<file path="src/rtl/board_reset_conditioner_pkg.sv">
// Shared definitions for board-level reset blocks: FSM state encodings and
// small elaboration-time helpers for sizing counters from physical times.
package board_reset_conditioner_pkg;

    typedef enum logic [1:0] {
        POR     = 2'd0,
        RUN     = 2'd1,
        HOLD    = 2'd2,
        STRETCH = 2'd3
    } brc_state_e;

    // Clock cycles covering a window given in microseconds.
    function automatic int unsigned cycles_from_us(input int unsigned clk_hz,
                                                   input int unsigned us);
        return (clk_hz / 1000000) * us;
    endfunction

    // Counter width able to hold 0..n-1; never narrower than one bit.
    function automatic int unsigned cnt_width(input int unsigned n);
        return (n <= 2) ? 1 : $clog2(n);
    endfunction

endpackage

</file>
<file path="src/rtl/button_debouncer.sv">
// Two-flop synchronizer on the raw button pin followed by a debouncer that
// only accepts a new level after DEBOUNCE_CYCLES consecutive disagreeing samples.
module button_debouncer
    import board_reset_conditioner_pkg::*;
#(
    parameter int unsigned DEBOUNCE_CYCLES = 4,
    parameter bit          ACTIVE_HIGH     = 1'b1
) (
    input  logic clock,
    input  logic reset,
    input  logic button_raw,
    output logic button_pressed
);

    localparam int unsigned CW       = cnt_width(DEBOUNCE_CYCLES);
    localparam logic        IDLE_LVL = ~ACTIVE_HIGH;   // pin level when released
    localparam logic [CW-1:0] CNT_LAST = CW'(DEBOUNCE_CYCLES - 1);

    logic          sync1_q, sync2_q;
    logic          pressed_q, pressed_d;
    logic [CW-1:0] cnt_q, cnt_d;
    logic          sync_pressed;

    // Polarity-normalise so that 1 always means pressed downstream.
    assign sync_pressed   = sync2_q ^ IDLE_LVL;
    assign button_pressed = pressed_q;

    // Debounce: count consecutive mismatches, flip the level on the last one.
    always_comb begin
        pressed_d = pressed_q;
        cnt_d     = '0;
        if (sync_pressed != pressed_q) begin
            if (cnt_q == CNT_LAST) begin
                pressed_d = ~pressed_q;
            end else begin
                cnt_d = cnt_q + 1'b1;
            end
        end
    end

    // Synchronizer and debounce state; reset parks on the released level.
    always_ff @(posedge clock) begin
        if (!reset) begin
            sync1_q   <= IDLE_LVL;
            sync2_q   <= IDLE_LVL;
            pressed_q <= 1'b0;
            cnt_q     <= '0;
        end else begin
            sync1_q   <= button_raw;
            sync2_q   <= sync1_q;
            pressed_q <= pressed_d;
            cnt_q     <= cnt_d;
        end
    end

endmodule

</file>
<file path="src/rtl/board_reset_conditioner.sv">
// Turns the raw reset push-button into a clean active-high SoC reset:
// power-on hold, debounced press detection, and a post-release stretch.
module board_reset_conditioner
    import board_reset_conditioner_pkg::*;
#(
    parameter int unsigned CLOCK_FREQUENCY    = 27000000,
    parameter int unsigned DEBOUNCE_US        = 10000,
    parameter int unsigned POR_CYCLES         = 1024,
    parameter int unsigned STRETCH_CYCLES     = 256,
    parameter bit          BUTTON_ACTIVE_HIGH = 1'b1
) (
    input  logic clock,
    input  logic reset,
    input  logic button_raw,
    output logic soc_reset,
    output logic button_pressed,
    output logic reset_event
);

    localparam int unsigned DEBOUNCE_CYCLES = cycles_from_us(CLOCK_FREQUENCY, DEBOUNCE_US);
    localparam int unsigned CNT_N = (POR_CYCLES > STRETCH_CYCLES) ? POR_CYCLES : STRETCH_CYCLES;
    localparam int unsigned CW    = cnt_width(CNT_N);
    localparam logic [CW-1:0] POR_LAST     = CW'(POR_CYCLES - 1);
    localparam logic [CW-1:0] STRETCH_LAST = CW'(STRETCH_CYCLES - 1);

    brc_state_e    state_q, state_d;
    logic [CW-1:0] cnt_q, cnt_d;
    logic          soc_reset_q, soc_reset_d;
    logic          reset_event_q, reset_event_d;
    logic          pressed;

    button_debouncer #(
        .DEBOUNCE_CYCLES (DEBOUNCE_CYCLES),
        .ACTIVE_HIGH     (BUTTON_ACTIVE_HIGH)
    ) u_debouncer (
        .clock          (clock),
        .reset          (reset),
        .button_raw     (button_raw),
        .button_pressed (pressed)
    );

    assign button_pressed = pressed;
    assign soc_reset      = soc_reset_q;
    assign reset_event    = reset_event_q;

    // Next state; soc_reset is derived from the next state so it moves on the
    // same edge as the state register. Counter clears on every transition.
    always_comb begin
        state_d       = state_q;
        cnt_d         = cnt_q;
        reset_event_d = 1'b0;
        case (state_q)
            POR: begin
                if (cnt_q == POR_LAST) begin
                    cnt_d   = '0;
                    state_d = pressed ? HOLD : RUN;
                end else begin
                    cnt_d = cnt_q + 1'b1;
                end
            end
            RUN: begin
                cnt_d = '0;
                if (pressed) begin
                    state_d       = HOLD;
                    reset_event_d = 1'b1;
                end
            end
            HOLD: begin
                cnt_d = '0;
                if (!pressed) begin
                    state_d = STRETCH;
                end
            end
            STRETCH: begin
                // A re-press wins over the terminal count and emits no event.
                if (pressed) begin
                    state_d = HOLD;
                    cnt_d   = '0;
                end else if (cnt_q == STRETCH_LAST) begin
                    state_d = RUN;
                    cnt_d   = '0;
                end else begin
                    cnt_d = cnt_q + 1'b1;
                end
            end
            default: begin
                state_d = POR;
                cnt_d   = '0;
            end
        endcase
        soc_reset_d = (state_d != RUN);
    end

    // State, counter and registered outputs.
    always_ff @(posedge clock) begin
        if (!reset) begin
            state_q       <= POR;
            cnt_q         <= '0;
            soc_reset_q   <= 1'b1;
            reset_event_q <= 1'b0;
        end else begin
            state_q       <= state_d;
            cnt_q         <= cnt_d;
            soc_reset_q   <= soc_reset_d;
            reset_event_q <= reset_event_d;
        end
    end

endmodule

</file>
<file path="config.mk">
export PLATFORM = sky130hd
export DESIGN_NAME = board_reset_conditioner
export DESIGN_NICKNAME = d
export VERILOG_FILES = /design/src/rtl/board_reset_conditioner_pkg.sv /design/src/rtl/button_debouncer.sv /design/src/rtl/board_reset_conditioner.sv
export SDC_FILE = /design/constraint.sdc
export NUM_CORES = 1
export LEC_CHECK = 0
export ABC_AREA = 1
export CAP_MARGIN = 5
export CORE_ASPECT_RATIO = 0.7
export CORE_MARGIN = 2
export CORE_UTILIZATION = 53
export DETAILED_ROUTE_END_ITERATION = 12
export GPL_TIMING_DRIVEN = 0
export PLACE_DENSITY_LB_ADDON = 0.12
export SYNTH_ARGS = -nofsm -noshare
export SYNTH_HDL_FRONTEND = slang
export SYNTH_SLANG_ARGS = --single-unit
</file>
<file path="constraint.sdc">
create_clock -name clock -period 1.4 [get_ports clock]
set_clock_uncertainty 0.15 [all_clocks]
set_input_delay 0.21 -clock clock [delete_from_list [all_inputs] [get_ports clock]]
set_output_delay 0.21 -clock clock [all_outputs]
set_load 0.1 [all_outputs]
</file>
==> flow_summary.ini, run 1 <==
[status]
status = finished, violations left
violations = negative setup slack

[cts]
numClockSinks = 36
cts_tree = built
ctsHoldBuffers = 0
path_clk_slew_ps = 70
cts_buffer_depth = 2
htreeDepth = 2
cts_root_buf = clkbuf_8
cts_buffers = 5
clk_latency_ps = 300

[timing]
rsz0062_at_grt = true
fmax_mhz = 676
layout_setup_ws_ps = -79.7
slew_violations = 0
setup_viol_count_final = 25
fin_crit_ps = 1480
finalCritPeriodShare = 1.06
worstMarginPinSlew_ps = 483
hold_viol_final = 0
slew_headroom = 0.680

[synth]
syn_area_per_cell_um2 = 7.25
syn_inst = 236
synthesis.area_um2 = 1710
syn_nets = 241
synth_area_leader_cell = dfxtp_1
ys_seq_area_frac = 0.421
synth_seq_cells = 36
yosysTopAreaCellShare = 0.421
netlist_top_cells_area = dfxtp_1 (42%), nand2_1 (12%), nor2_1 (9.4%)
synthDistinctLibCells = 23
yosys_warnings = 0

[finish]
fin_util = 0.756
drive_gt1_frac = 0.408
nNetsFinal = 276
multi_input_area_um2 = 1100
fillers = 240
seqCellArea_um2 = 759
syn2layout_area_growth_pct = 38.2
n_antenna_cell = 0

[drt]
antenna_left = 0
routed_wl_um = 4170
drtIter0Drc = 119
vias = 1575
dr.pass1.iters = 5
drc = 0
avgViaCountPerCell = 5.08
detail_route.wl_per_cell_um = 13.4

[job]
maxCapViolations = 0

[worst_setup_path]
cp.arrival_ps = 1510
startpoint_type = flip-flop
crit_type = reg2reg
crit_chain = ha_4 -> nand3_4 -> nor2_4 -> nand3_4 -> nand2_8 -> buf_6 -> buf_6 -> a21oi_2
setup.worst_path.end_class = flip-flop
path_buf_inv = 2
worst_path_largest_cell_delay_ps = 370
critical_path.max_fanout = 6
slowest_stage = dfxtp_4
cp.required_ps = 1440
worst_path_dominant_cell_family = simple AND/OR/NAND/NOR gates

[placement]
place_congestion = 0.780
dp_slack_ps = -460
dp_hpwl_um = 2350
io_buffers = 4

[floorplan]
io_pins = 6
rows = 17
core-area_um2 = 3130
die_w_um = 71.9
die-area_um2 = 3710
start_util = 0.547
die_y_um = 51.5

[grt]
grt-ovfl-total = 0
grt_usage = 0.238
antenna_found_initial = 0
grt_pass1_vias = 1405
grt_pass1_wl_um = 6490
grt_start_max_net_pins = 12

[min_path]
hp-class = in2reg

[power]
power_density_nw_per_um2 = 867
p_leak_nw = 0.785
vdd_ir_drop_max_mv = 0.717
[synthesized netlist by cell type]
library cell / count
nor2_1: 43
nor2_2: 12
buf_2: 1
a21oi_1: 12
xnor2_1: 4
inv_1: 22
nand2_1: 56
o21ai_0: 4
nand2_2: 1
nor2_4: 1
nand3b_1: 1
nand3_2: 3
dfxtp_1: 36
nand4_1: 1
nand3_1: 15
buf_12: 1
nor3_1: 3
or2_0: 5
xor2_1: 9
ha_1: 2
or2_2: 1
a21oi_2: 2
nand2_4: 1
[area by class of cell]
type	count	area share
inverter	22	0.0360
timing repair buffer	28	0.109
sequential	36	0.321
clock inverter	2	0.0148
multi-input combinational	177	0.466
buffer	1	0.00212
clock buffer	6	0.0307
tap	38	0.0201
[repair_timing]
action | in CTS | in global routing
cloned | 2 | 0
setup buffers | 20 | 3
endpoints found under the hold margin | 0 | 0
gates resized for setup | 54 | 40
endpoints found under the setup margin | 34 | 33
pin swaps | 19 | 18
[worst register-to-register path: cells and delay by family, from the launching register on]
family | cells | cell delay [ps]
compound gates | 1 | 30
fa+ha+maj | 1 | 150
buf+inv | 2 | 220
flops | 1 | 370
simple gates | 4 | 460
[layout by cell type, fill, tap and decap left out, types with 2 or more instances in the layout]
master / count
a21oi_2: 9
xnor2_1: 4
ha_4: 2
inv_1: 21
dfxtp_1: 15
xor2_1: 9
nor2_2: 13
nor3_1: 3
buf_2: 3
o21ai_1: 3
dfxtp_2: 16
nor2_4: 11
buf_4: 17
nand3_1: 12
nand2_2: 8
buf_6: 6
nand2_1: 47
or2_0: 5
nand2_4: 3
nor2_1: 32
a21oi_1: 5
dfxtp_4: 5
nand3_4: 3
nand3_2: 3
clkbuf_8: 5
[flip-flops by register name, indices dropped and copies added, names as in the netlist]
signal and count:
u_debouncer.cnt_q 19, soc_reset 1, u_debouncer.sync1_q 1, u_debouncer.button_pressed 1, reset_event 1, state_q 2, cnt_q 10, u_debouncer.sync2_q 1
[metal layers]
layer	up-vias	wire length (um)	global-route usage
li1	806	-	-
met1	706	2030	0.336
met2	52	1790	0.349
met3	11	261	0.0581
met4	0	80	0.0975
met5	-	0	0
[cells by family (layout without fill, tap and decap cells)]
kind of cell    Yosys count  in the layout  synth area share
flops                    36             36             0.421
xor+xnor                 13             13            0.0665
fa+ha+maj                 2              2            0.0146
compound gates           18             18            0.0570
simple gates            143            144             0.378
buf+inv                  24             59            0.0629
[path summary, 6_finish.rpt]
kind	from	slack, ps	depth (start not counted)	endpoint
max reg2reg	u_debouncer.cnt_q[0]$_SDFF_PP0_	-80	8	u_debouncer.cnt_q[15]$_SDFF_PP0_
max	u_debouncer.cnt_q[0]$_SDFF_PP0_	-80	8	u_debouncer.cnt_q[15]$_SDFF_PP0_
min reg2reg	u_debouncer.sync1_q$_SDFF_PN0_	290	2	u_debouncer.sync2_q$_SDFF_PN0_
min	reset	100	3	u_debouncer.sync2_q$_SDFF_PN0_
[report_power, final]
part	total (mW)	switching [mW]	leakage, nW	internal, mW
Clock	0.921	0.392	0.0552	0.528
Combinational	0.0865	0.0434	0.427	0.0431
Sequential	1.04	0.0139	0.303	1.03
Total	2.05	0.450	0.785	1.60
[stage by stage]
| step | hold slack, ps | cell area, um2 | setup TNS [ps] | cells | power, mW |
|---|---|---|---|---|---|
| 4_1_cts | 90.8 | 2240 | -848 | 308 | 2.05 |
| 3_3_place_gp | 255 | 1840 | -3930 | 278 | 1.11 |
| 5_1_grt | 114 | 2360 | -2720 | 310 | 2.11 |
| 6_report | 98.0 | 2360 | -695 | 310 | 2.05 |
| 2_1_floorplan | 158 | 1750 | -47.3 | 236 | 1.10 |
| 3_5_place_dp | 283 | 1840 | -4170 | 278 | 1.11 |
(Power assumes the default switching activity.)
==> run 2, diff against run 1 <==
--- a/config.mk
+++ b/config.mk
@@ -13,6 +13,7 @@
 export DETAILED_ROUTE_END_ITERATION = 12
 export GPL_TIMING_DRIVEN = 0
 export PLACE_DENSITY_LB_ADDON = 0.12
+export REMOVE_ABC_BUFFERS = 1
 export SYNTH_ARGS = -nofsm -noshare
 export SYNTH_HDL_FRONTEND = slang
 export SYNTH_SLANG_ARGS = --single-unit
==> flow_summary.ini, run 2 (synthesis gave the netlist of run 1 again) <==
[status]
status = finished, violations left
violations = negative setup slack

[floorplan]
start_util = 0.547
rows = 17
die_w_um = 71.9
io_pins = 6
die-area_um2 = 3710
core-area_um2 = 3130
die_y_um = 51.5

[timing]
worstMarginPinSlew_ps = 485
layout_setup_ws_ps = -75.4
fin_crit_ps = 1480
setup_viol_count_final = 21
hold_viol_final = 0
slew_headroom = 0.679
finalHoldWorstSlack_ps = 273
rsz0062_at_grt = true
fmax_mhz = 678
finalCritPeriodShare = 1.05
slew_violations = 0

[cts]
path_clk_slew_ps = 80
cts_root_buf = clkbuf_8
cts_tree = built
numClockSinks = 36
cts_buffers = 5
ctsHoldBuffers = 0
htreeDepth = 2
cts_buffer_depth = 2
clk_latency_ps = 290

[placement]
dp_hpwl_um = 2190
place_congestion = 0.847
dp_slack_ps = -582
placed_cell_area_um2 = 1780
io_buffers = 5
dp.cells = 277

[finish]
layout_commonest_cell = nand2_1
nNetsFinal = 268
stdcell_count = 302
top_register = u_debouncer.cnt_q
n_antenna_cell = 0
post-route-cell-area_um2 = 2230
syn2layout_area_growth_pct = 30.1
largest_reg_flops = 19
largestRegisters = u_debouncer.cnt_q: 19 flops, cnt_q: 10 flops, state_q: 2 flops
final_cell_mix = nand2_1 (53), nor2_1 (30), dfxtp_1 (23)
drive_gt1_frac = 0.345

[drt]
antenna_left = 0
drc = 0
routed_wl_um = 3910
vias = 1554
dr.pass1.iters = 4
detail_route.wl_per_cell_um = 12.9
drtIter0Drc = 88
avgViaCountPerCell = 5.15

[power]
power_density_nw_per_um2 = 958
total_power_mw = 2.13
vdd_ir_drop_max_mv = 0.648
p_leak_nw = 0.729

[grt]
grt_usage = 0.231
antenna_found_initial = 0
grt_start_max_net_pins = 12
grt-ovfl-total = 0
grt_pass1_vias = 1394
grt_pass1_wl_um = 6470

[worst_setup_path]
crit_chain = ha_4 -> nand3_4 -> nor2_4 -> nand3_4 -> nand2_4 -> nor2_2
cp.required_ps = 1430
startpoint_type = flip-flop
worst_path_dominant_cell_family = simple AND/OR/NAND/NOR gates
cp.arrival_ps = 1510
worst_path_most_repeated_cell = nand3_4
critical_path.max_fanout = 6
worst_path_largest_cell_delay_ps = 360
slowest_stage = dfxtp_4
setup.worst_path.end_class = flip-flop
crit_type = reg2reg
path_buf_inv = 0

[min_path]
hp-class = reg2reg

[job]
maxCapViolations = 0
## run 2: cell types whose count changed in the layout (fill, tap and decap cells not counted), moves of 4 or more
cell,previous run,this run
dfxtp_1,15,23
nor2_2,13,21
nor2_4,11,5
dfxtp_2,16,10
nand2_2,8,3
nand2_1,47,53
buf_4,17,13
buf_6,6,1
## run 2: power breakdown
part | leakage (nW) | switching [mW] | internal, mW | total (mW)
Clock | 0.0645 | 0.385 | 0.629 | 1.01
Combinational | 0.367 | 0.0407 | 0.0357 | 0.0765
Sequential | 0.298 | 0.0123 | 1.03 | 1.04
Total | 0.729 | 0.438 | 1.70 | 2.13
## run 2: cell type report
type                            instances  area, um2
Timing Repair Buffer                   18        140
Tap cell                               38       47.5
Clock buffer                            7       96.3
Multi-Input combinational cell        180       1090
Sequential cell                        36        744
Fill cell                             261        900
Clock inverter                          1       30.0
Inverter                               22       82.6
## run 2: timing repair
action | 4_1_cts | 5_1_grt
buffers inserted | 10 | 3
pin swaps | 10 | 13
cloned | 4 | 0
resized for setup | 51 | 27
setup endpoints to repair | 36 | 35
## run 2: worst min-delay path: cells and delay by family (launching register included)
| kind | cells | cell delay (ps) |
|---|---|---|
| buffers and inverters | 1 | 40 |
| AND/OR/NAND/NOR | 1 | 50 |
| flip-flops | 1 | 310 |
## run 2: layer usage
metal | share of wire | up-vias | global-route usage
li1 | - | 795 | -
met1 | 0.51 | 715 | 0.328
met2 | 0.42 | 39 | 0.332
met3 | 0.064 | 5 | 0.0756
met4 | 0.0095 | 0 | 0.0723
met5 | 0 | - | 0
## run 2: final timing paths
check                                     to                             from  cells after the start  slack [ps]
min           u_debouncer.sync2_q$_SDFF_PN0_   u_debouncer.sync1_q$_SDFF_PN0_                      2         270
max          u_debouncer.cnt_q[9]$_SDFF_PP0_  u_debouncer.cnt_q[0]$_SDFF_PP0_                      6         -80
min reg2reg   u_debouncer.sync2_q$_SDFF_PN0_   u_debouncer.sync1_q$_SDFF_PN0_                      2         270
max reg2reg  u_debouncer.cnt_q[9]$_SDFF_PP0_  u_debouncer.cnt_q[0]$_SDFF_PP0_                      6         -80
## run 2: per-stage QoR
stage | TNS (ps) | utilization
2_1_floorplan | -15640 | -
3_3_place_gp | -11020 | 0.571
3_5_place_dp | -11900 | 0.571
4_1_cts | -969 | 0.685
5_1_grt | -3250 | 0.712
6_report | -1020 | 0.712
==> run 3, diff against run 2 <==
--- a/config.mk
+++ b/config.mk
@@ -9,8 +9,9 @@
 export CAP_MARGIN = 5
 export CORE_ASPECT_RATIO = 0.7
 export CORE_MARGIN = 2
-export CORE_UTILIZATION = 53
+export CORE_UTILIZATION = 55
 export DETAILED_ROUTE_END_ITERATION = 12
+export DONT_BUFFER_PORTS = 1
 export GPL_TIMING_DRIVEN = 0
 export PLACE_DENSITY_LB_ADDON = 0.12
 export REMOVE_ABC_BUFFERS = 1
==> flow_summary.ini, run 3 (synthesis gave the netlist of run 1 again) <==
[status]
status = finished, violations left
violations = negative setup slack

[finish]
n_antenna_cell = 0
layout_commonest_cell = nand2_1
largest_reg_flops = 19
fin_util = 0.789
nNetsFinal = 267
fillers = 182
final_cell_mix = nand2_1 (50), nor2_1 (34), inv_1 (22)
drive_gt1_frac = 0.373
largestRegisters = u_debouncer.cnt_q: 19 flops, cnt_q: 10 flops, state_q: 2 flops
top_register = u_debouncer.cnt_q
syn2layout_area_growth_pct = 33.0

[drt]
drc = 0
detail_route.wl_per_cell_um = 14.9
drtIter0Drc = 167
antenna_left = 0
dr.pass1.iters = 4
routed_wl_um = 4450
avgViaCountPerCell = 5.38
vias = 1609

[worst_setup_path]
r2r_cells = 8
startpoint_type = flip-flop
timing.rr.start = u_debouncer.cnt_q[10]$_SDFF_PP0_
cp.depth = 8
crit_type = reg2reg
path_buf_inv = 1
slowest_stage = dfxtp_2
worst_path_dominant_cell_family = simple AND/OR/NAND/NOR gates
cp.required_ps = 1470
worst_path_most_repeated_cell = nand2_1
cp-endpoint = u_debouncer.button_pressed$_SDFFE_PN0P_
rrSetupSlack_ps = -130
crit_start = u_debouncer.cnt_q[10]$_SDFF_PP0_
worst_path_largest_cell_delay_ps = 360
cp.arrival_ps = 1610
crit_chain = nand2_2 -> inv_1 -> nand2_1 -> nor2_2 -> nand3_4 -> nand2_1 -> nand2_1 -> nor2_1
r2r_end = u_debouncer.button_pressed$_SDFFE_PN0P_
critical_path.max_fanout = 6
setup.worst_path.end_class = flip-flop

[min_path]
worstHoldPathCells = 5
hp-class = in2reg

[timing]
finalSetupTns_ps = -2340
fin_crit_ps = 1530
finalHoldWorstSlack_ps = 168
rsz0062_at_grt = true
setup_viol_count_final = 31
slew_violations = 0
layout_setup_ws_ps = -134
hold_viol_final = 0
worstMarginPinSlew_ps = 535
slew_headroom = 0.642
finalCritPeriodShare = 1.10
fmax_mhz = 652

[grt]
grt_pass1_vias = 1399
grt-ovfl-total = 0
grt_start_max_net_pins = 11
grt_usage = 0.241
antenna_found_initial = 0
grt_pass1_wl_um = 6560

[floorplan]
start_util = 0.594
rows = 16
io_pins = 6
die_y_um = 50.7
core-area_um2 = 2880
die-area_um2 = 3580
die_w_um = 70.7

[cts]
cts_buffers = 5
cts_buffer_depth = 2
cts_tree = built
clk_latency_ps = 290
cts_root_buf = clkbuf_8
htreeDepth = 2
path_clk_slew_ps = 70
numClockSinks = 36

[placement]
place_congestion = 0.836
dp_hpwl_um = 2180
io_buffers = 0

[power]
p_leak_nw = 0.719
vdd_ir_drop_max_mv = 0.717
total_power_mw = 1.90
power_density_nw_per_um2 = 835

[job]
maxCapViolations = 0
## run 3: changes by cell type in the layout (fill, tap and decap cells not counted), sizes merged
cell           previous run  this run
bufinv                    1         0
clkdlybuf4s50             1         0
dlygate4sd2               1         0
dlygate4sd3               0         2
## run 3: metrics by stage
step                setup WS [ps]  area, um2  cells
global route                 -204       2280    299
CTS                         -76.3       2110    294
detailed placement           -764       1730    270
global placement             -737       1730    270
floorplan                    -597       1690    234
finish                       -134       2280    299
## run 3: layer usage
layer  track usage  wire length (um)  vias up
met5             0                 0        -
met4        0.0849                72        0
met3        0.0542               308        9
met2         0.366              2060       53
met1         0.338              2010      752
li1              -                 -      795
## run 3: worst min-delay path by stage
stage | slack [ps] | to | start
6_report | 170 | u_debouncer.cnt_q[1]$_SDFF_PP0_ | reset
5_1_grt | 170 | u_debouncer.cnt_q[6]$_SDFF_PP0_ | reset
4_1_cts | 160 | u_debouncer.cnt_q[0]$_SDFF_PP0_ | reset
3_5_place_dp | 160 | u_debouncer.sync1_q$_SDFF_PN0_ | reset
3_3_place_gp | 160 | u_debouncer.sync1_q$_SDFF_PN0_ | reset
2_1_floorplan | 150 | u_debouncer.sync1_q$_SDFF_PN0_ | reset
## run 3: worst register-to-register path, stage by stage, from the launching register on
cell and delay (ps):
dfxtp_2 360, nand2_2 70, inv_1 70, nand2_1 70
nor2_2 200, nand3_4 250, nand2_1 150, nand2_1 60
nor2_1 90
## run 3: final cells by class
| cell class | instances | area (um2) | area share |
|---|---|---|---|
| Clock buffer | 8 | 90.1 | 0.0396 |
| Inverter | 22 | 82.6 | 0.0363 |
| Multi-Input combinational cell | 180 | 1170 | 0.514 |
| Sequential cell | 36 | 748 | 0.329 |
| Tap cell | 36 | 45.0 | 0.0198 |
| Timing Repair Buffer | 17 | 140 | 0.0616 |
## run 3: power breakdown
part           switching (mW)  internal (mW)
clock                   0.369          0.402
combinational          0.0449         0.0372
sequential             0.0143           1.03
total                   0.428           1.47
## run 3: what timing repair did
item | in CTS | in global routing
resized for setup | 40 | 38
hold endpoints to repair | 17 | 0
setup endpoints to repair | 37 | 33
hold buffers | 2 | 0
pin swaps | 15 | 19
cloned | 4 | 0
setup buffers | 10 | 5
